`src/rtl/edge_detector_multi.sv`:
```
// Multi-channel resynchronising edge detector with per-channel rise/fall/both selection and sticky flags.
// Optional saturating per-channel event counters are built when EDGE_DET_COUNTER_EN is defined.
module edge_detector_multi #(
    parameter int   NCH         = 4,
    parameter int   SYNC_STAGES = 2,
    parameter logic RESET_LEVEL = 1'b0,
    parameter int   CNT_WIDTH   = 8
) (
    input  logic                     dstclk,
    input  logic                     dstresetn,
    input  logic [NCH-1:0]           srcdata,
    input  logic [2*NCH-1:0]         edgemode,
    input  logic [NCH-1:0]           stickyclear,
`ifdef EDGE_DET_COUNTER_EN
    input  logic                     cntclear,
    output logic [NCH*CNT_WIDTH-1:0] evtcount,
`endif
    output logic [NCH-1:0]           dstdata,
    output logic [NCH-1:0]           stickyflag
);

    if (NCH < 1 || NCH > 32) begin : g_bad_nch
        $error("edge_detector_multi: NCH must be 1..32");
    end
    if (SYNC_STAGES < 2 || SYNC_STAGES > 4) begin : g_bad_sync
        $error("edge_detector_multi: SYNC_STAGES must be 2..4");
    end
    if (CNT_WIDTH < 1) begin : g_bad_cnt
        $error("edge_detector_multi: CNT_WIDTH must be at least 1");
    end

    logic [NCH-1:0][SYNC_STAGES-1:0] sync_q, sync_d;
    logic [NCH-1:0]                  hist_q, hist_d;
    logic [2*NCH-1:0]                mode_q, mode_d;
    logic [NCH-1:0]                  sticky_q, sticky_d;
    logic [NCH-1:0]                  sync_last, rise, fall, pulse;

    // Edge detection depends only on flops, so the pulse output cannot glitch.
    always_comb begin
        sync_last = '0;
        rise      = '0;
        fall      = '0;
        pulse     = '0;
        for (int i = 0; i < NCH; i++) begin
            sync_last[i] = sync_q[i][SYNC_STAGES-1];
            rise[i]      = sync_last[i] & ~hist_q[i];
            fall[i]      = ~sync_last[i] & hist_q[i];
            pulse[i]     = (mode_q[2*i] & rise[i]) | (mode_q[2*i+1] & fall[i]);
        end
    end

    always_comb begin
        sync_d = sync_q;
        for (int i = 0; i < NCH; i++) begin
            sync_d[i] = {sync_q[i][SYNC_STAGES-2:0], srcdata[i]};
        end
        hist_d   = sync_last;
        mode_d   = edgemode;
        // A new event on the same cycle as a clear leaves the flag set.
        sticky_d = (sticky_q & ~stickyclear) | pulse;
    end

    always_ff @(posedge dstclk or negedge dstresetn) begin
        if (!dstresetn) begin
            sync_q   <= {(NCH*SYNC_STAGES){RESET_LEVEL}};
            hist_q   <= {NCH{RESET_LEVEL}};
            mode_q   <= '0;
            sticky_q <= '0;
        end else begin
            sync_q   <= sync_d;
            hist_q   <= hist_d;
            mode_q   <= mode_d;
            sticky_q <= sticky_d;
        end
    end

    assign dstdata    = pulse;
    assign stickyflag = sticky_q;

`ifdef EDGE_DET_COUNTER_EN
    localparam logic [CNT_WIDTH-1:0] CNT_MAX = '1;

    logic [NCH-1:0][CNT_WIDTH-1:0] cnt_q, cnt_d;

    // Clear takes priority over accumulation but still counts a coincident event.
    always_comb begin
        cnt_d = cnt_q;
        for (int i = 0; i < NCH; i++) begin
            if (cntclear) begin
                cnt_d[i] = pulse[i] ? CNT_WIDTH'(1) : '0;
            end else if (pulse[i] && (cnt_q[i] != CNT_MAX)) begin
                cnt_d[i] = cnt_q[i] + CNT_WIDTH'(1);
            end
        end
    end

    always_ff @(posedge dstclk or negedge dstresetn) begin
        if (!dstresetn) begin
            cnt_q <= '0;
        end else begin
            cnt_q <= cnt_d;
        end
    end

    assign evtcount = cnt_q;
`endif

endmodule

```
`config.mk`:
```
export PLATFORM = sky130hd
export DESIGN_NAME = edge_detector_multi
export DESIGN_NICKNAME = d
export VERILOG_FILES = /design/src/rtl/edge_detector_multi.sv
export SDC_FILE = /design/constraint.sdc
export NUM_CORES = 1
export LEC_CHECK = 0
export ABC_AREA = 1
export BUFFER_PORTS_ARGS = -buffer_cell sky130_fd_sc_hd__buf_2
export CAP_MARGIN = 20
export CORE_ASPECT_RATIO = 1.25
export CORE_MARGIN = 4
export CORE_UTILIZATION = 41
export DETAILED_ROUTE_END_ITERATION = 10
export GPL_ROUTABILITY_DRIVEN = 0
export PLACE_DENSITY_LB_ADDON = 0.25
export SLEW_MARGIN = 10
export SYNTH_ARGS = -nofsm -noshare
export SYNTH_HDL_FRONTEND = slang
export SYNTH_SLANG_ARGS = --single-unit
```
`constraint.sdc`:
```
create_clock -name dstclk -period 0.8 [get_ports dstclk]
set_input_delay 0.08 -clock dstclk [delete_from_list [all_inputs] [get_ports dstclk]]
set_output_delay 0.08 -clock dstclk [all_outputs]
set_load 0.1 [all_outputs]
```
==> qor.txt <==
===============================================================================
Overall power of the completed layout                                 0.00293 W
Number of H-tree branching levels                                             1
DRT iter0 DRCs                                                                2
Bufs on Longest Clock Path                                                    2
Final Worst Setup Slack                                               -0.486 ns
Crit Path Category                                                   reg -> out
Final worst clock skew                                               0.00748 ns
Met1 GRT Util                                                             18.3%
Total vias in the final route                                               573
Mean post-synth cell area                                             13.1 um^2
Internal power consumption                                            0.00210 W
Standard cell core area                                               1640 um^2
# placed instances                                                          101
Setup repair after global routing missed its margin                        true
Pin count of the biggest net entering global routing                         25
Initial antenna violation count                                               0
Count of non-filler cells in the finished layout                            126
Vertical die dimension                                                  55.4 um
Post-detailed-routing wire length                                       1740 um
Count of pins over their slew limit                                           0
Vias in the first global route                                              587
Data arrival time of the critical path                                  1.21 ns
First-pass GRT wire length                                              2680 um
Layer carrying the most global-route usage                                 met2
Final standard cell utilization of the core                               87.9%
Sequential cell fraction of total power                                   46.7%
Share of Yosys cell area claimed by the top area cell type                81.6%
Switching power                                                      0.000832 W
Final period demand of the worst path                                   1.29 ns
Kind of start point of the critical path                               register
Global-route usage over all layers                                        14.9%
Overflow after GRT                                                            0
Flip-flop and latch count after synthesis                                    24
Global routing usage on met3                                              2.60%
Violations in the final reports                                    negative setup slack
CTS root buf                                                           clkbuf_4
Most common library cell in the layout ignoring fill and taps           dfrtp_1
Sinks on Clock Net                                                           24
Post-synthesis sequential area ratio                                      81.6%
Power density normalized to cell area                              2030 nW/um^2
Worst setup slack before clock tree synthesis                         -0.139 ns
Die X-Extent                                                            45.9 um
Worst slew margin                                                         65.9%
Slew @ Worst Pin                                                       0.512 ns
Count of mapped cells out of synthesis                                       56
Period Utilization, post-route                                             161%
CTS Buf Count                                                                 3
Post-Synthesis Cell Area                                               736 um^2
Net count, final                                                            127
CP max stage cell                                                       dfrtp_2
Die area                                                              2540 um^2
Maximum clock frequency                                               0.778 GHz
Avg WL per Cell                                                         13.8 um
Commonest non-fill, non-tap cells in the layout                    dfrtp_1, buf_2, dlygate4sd3_1
Maximum net fanout on the critical path                                       3
Total I/O pin count                                                          26
Switching fraction of total power                                         28.4%
Clk pin slew, worst setup/hold paths                                    0.13 ns
CTS tree                                                                  built
Clock network fraction of design power                                    29.6%
Hold/Removal Path Class                                               in -> reg
Share of layout cells above drive strength 1                              58.3%
Nets in the synthesized netlist                                              74
Final Hold Fails                                                              0
Cells along the critical path                                      inv_2, nand3_4, nand2_8, buf_12
Skew-Pair Late Insertion Delay                                          0.31 ns
Outcome                                                            finished with violations
Worst path max stage delay                                              0.47 ns
Total leakage power                                                    0.685 nW
Fillers                                                                      74
Kind of capture point of the worst setup path                      primary output
Number of diodes                                                              0
Distinct cell type count of the synthesized netlist                           4
Final number of setup-violating endpoints                                    12
Cell type with the highest aggregate area in the netlist                dfrtp_1
Post-DP HPWL                                                             887 um
Max-capacitance violation count                                               0
Detail Route Antenna Nets                                                     0
Data required time at the worst endpoint                                0.72 ns
DRC                                                                           0
Starting utilization of the core area                                     44.8%
Global-route track usage on met2                                          22.4%
Comb power frac                                                           23.7%
Synthesis-to-layout area growth                                           96.1%
Detailed-routing iteration count for the pre-antenna-repair pass              4
Number of I/O port buffers                                                   25
Highest ir drop seen on vdd                                             1850 uV
Top area cells in the synthesized netlist                          dfrtp_1, nand3_1, inv_1
Total number of yosys warnings                                                0
Mean number of vias per cell                                               4.55
Number of placement rows                                                     16
===============================================================================
sequential cells by signal, summed over array words and instances, names as in the netlist:
name / count
mode_q: 8
hist_d: 4
hist_q: 4
stickyflag: 4
sync_d: 4
metal layers:
metal | vias up | share of wire (%)
met5 | - | 0
met4 | 0 | 3.3
met3 | 6 | 5.9
met2 | 23 | 52
met1 | 271 | 39
li1 | 273 | -
layout make-up:
type	instances	area [um^2]	share of cell area, %
Multi-Input combinational cell	20	236	16.4
Inverter	12	45.0	3.12
Clock inverter	1	30.0	2.08
Sequential cell	24	618	42.8
Timing Repair Buffer	48	468	32.4
Clock buffer	3	22.5	1.56
Tap cell	18	22.5	1.56
final timing paths:
check                                     from            end  slack [ns]  cells past startpoint
worst max-delay path                 hist_d[1]     dstdata[1]       -0.49                      4
worst min-delay path            stickyclear[2]  stickyflag[2]        0.02                      4
worst max register to register       hist_q[1]  stickyflag[1]       -0.14                      4
worst min register to register       sync_d[7]      hist_d[3]        0.35                      0
max in group asynchronous            dstresetn  stickyflag[3]        0.16                      2
min in group asynchronous            dstresetn      hist_q[3]        0.25                      2
cells by family (layout without fill, tap and decap cells):
kind of cell	after synthesis	count (layout)	synth area share (%)
flip-flops	24	24	81.6
AND/OR/NAND/NOR	20	20	12.2
buffers and inverters	12	64	6.12
per-stage QoR:
stage	cell area, um^2	TNS (ns)	hold slack [ns]
4_1_cts	1380	-3.09	0.00147
2_1_floorplan	837	-0.449	-0.216
5_1_grt	1440	-3.93	0.0161
6_report	1440	-3.39	0.0247
3_5_place_dp	1120	-0.643	0.0776
3_3_place_gp	1120	-0.480	0.0783
Yosys cell counts (all sizes together):
cell / count
dfrtp: 24
nand3: 12
inv: 12
nand2: 8
power by group through the flow:
stage               clock (W)  sequential (W)  combinational, W
global route         0.000940         0.00138          0.000724
floorplan                   0         0.00153          0.000182
global placement            0         0.00137          0.000580
finish               0.000867         0.00137          0.000694
detailed placement          0         0.00138          0.000587
CTS                  0.000877         0.00136          0.000669
worst max-delay path, delay by kind of cell, from the launching register on:
kind | cells | cell delay (ns)
buffers and inverters | 2 | 0.24
DFF | 1 | 0.47
and+or+nand+nor | 2 | 0.18
timing repair:
item,in CTS,in global routing
hold endpoints to repair,37,0
gates resized for setup,9,12
pin swaps,2,3
buffers inserted,4,3
endpoints found under the setup margin,11,12
hold buffers,14,0
Note: power is estimated with default switching activity, not from simulation.
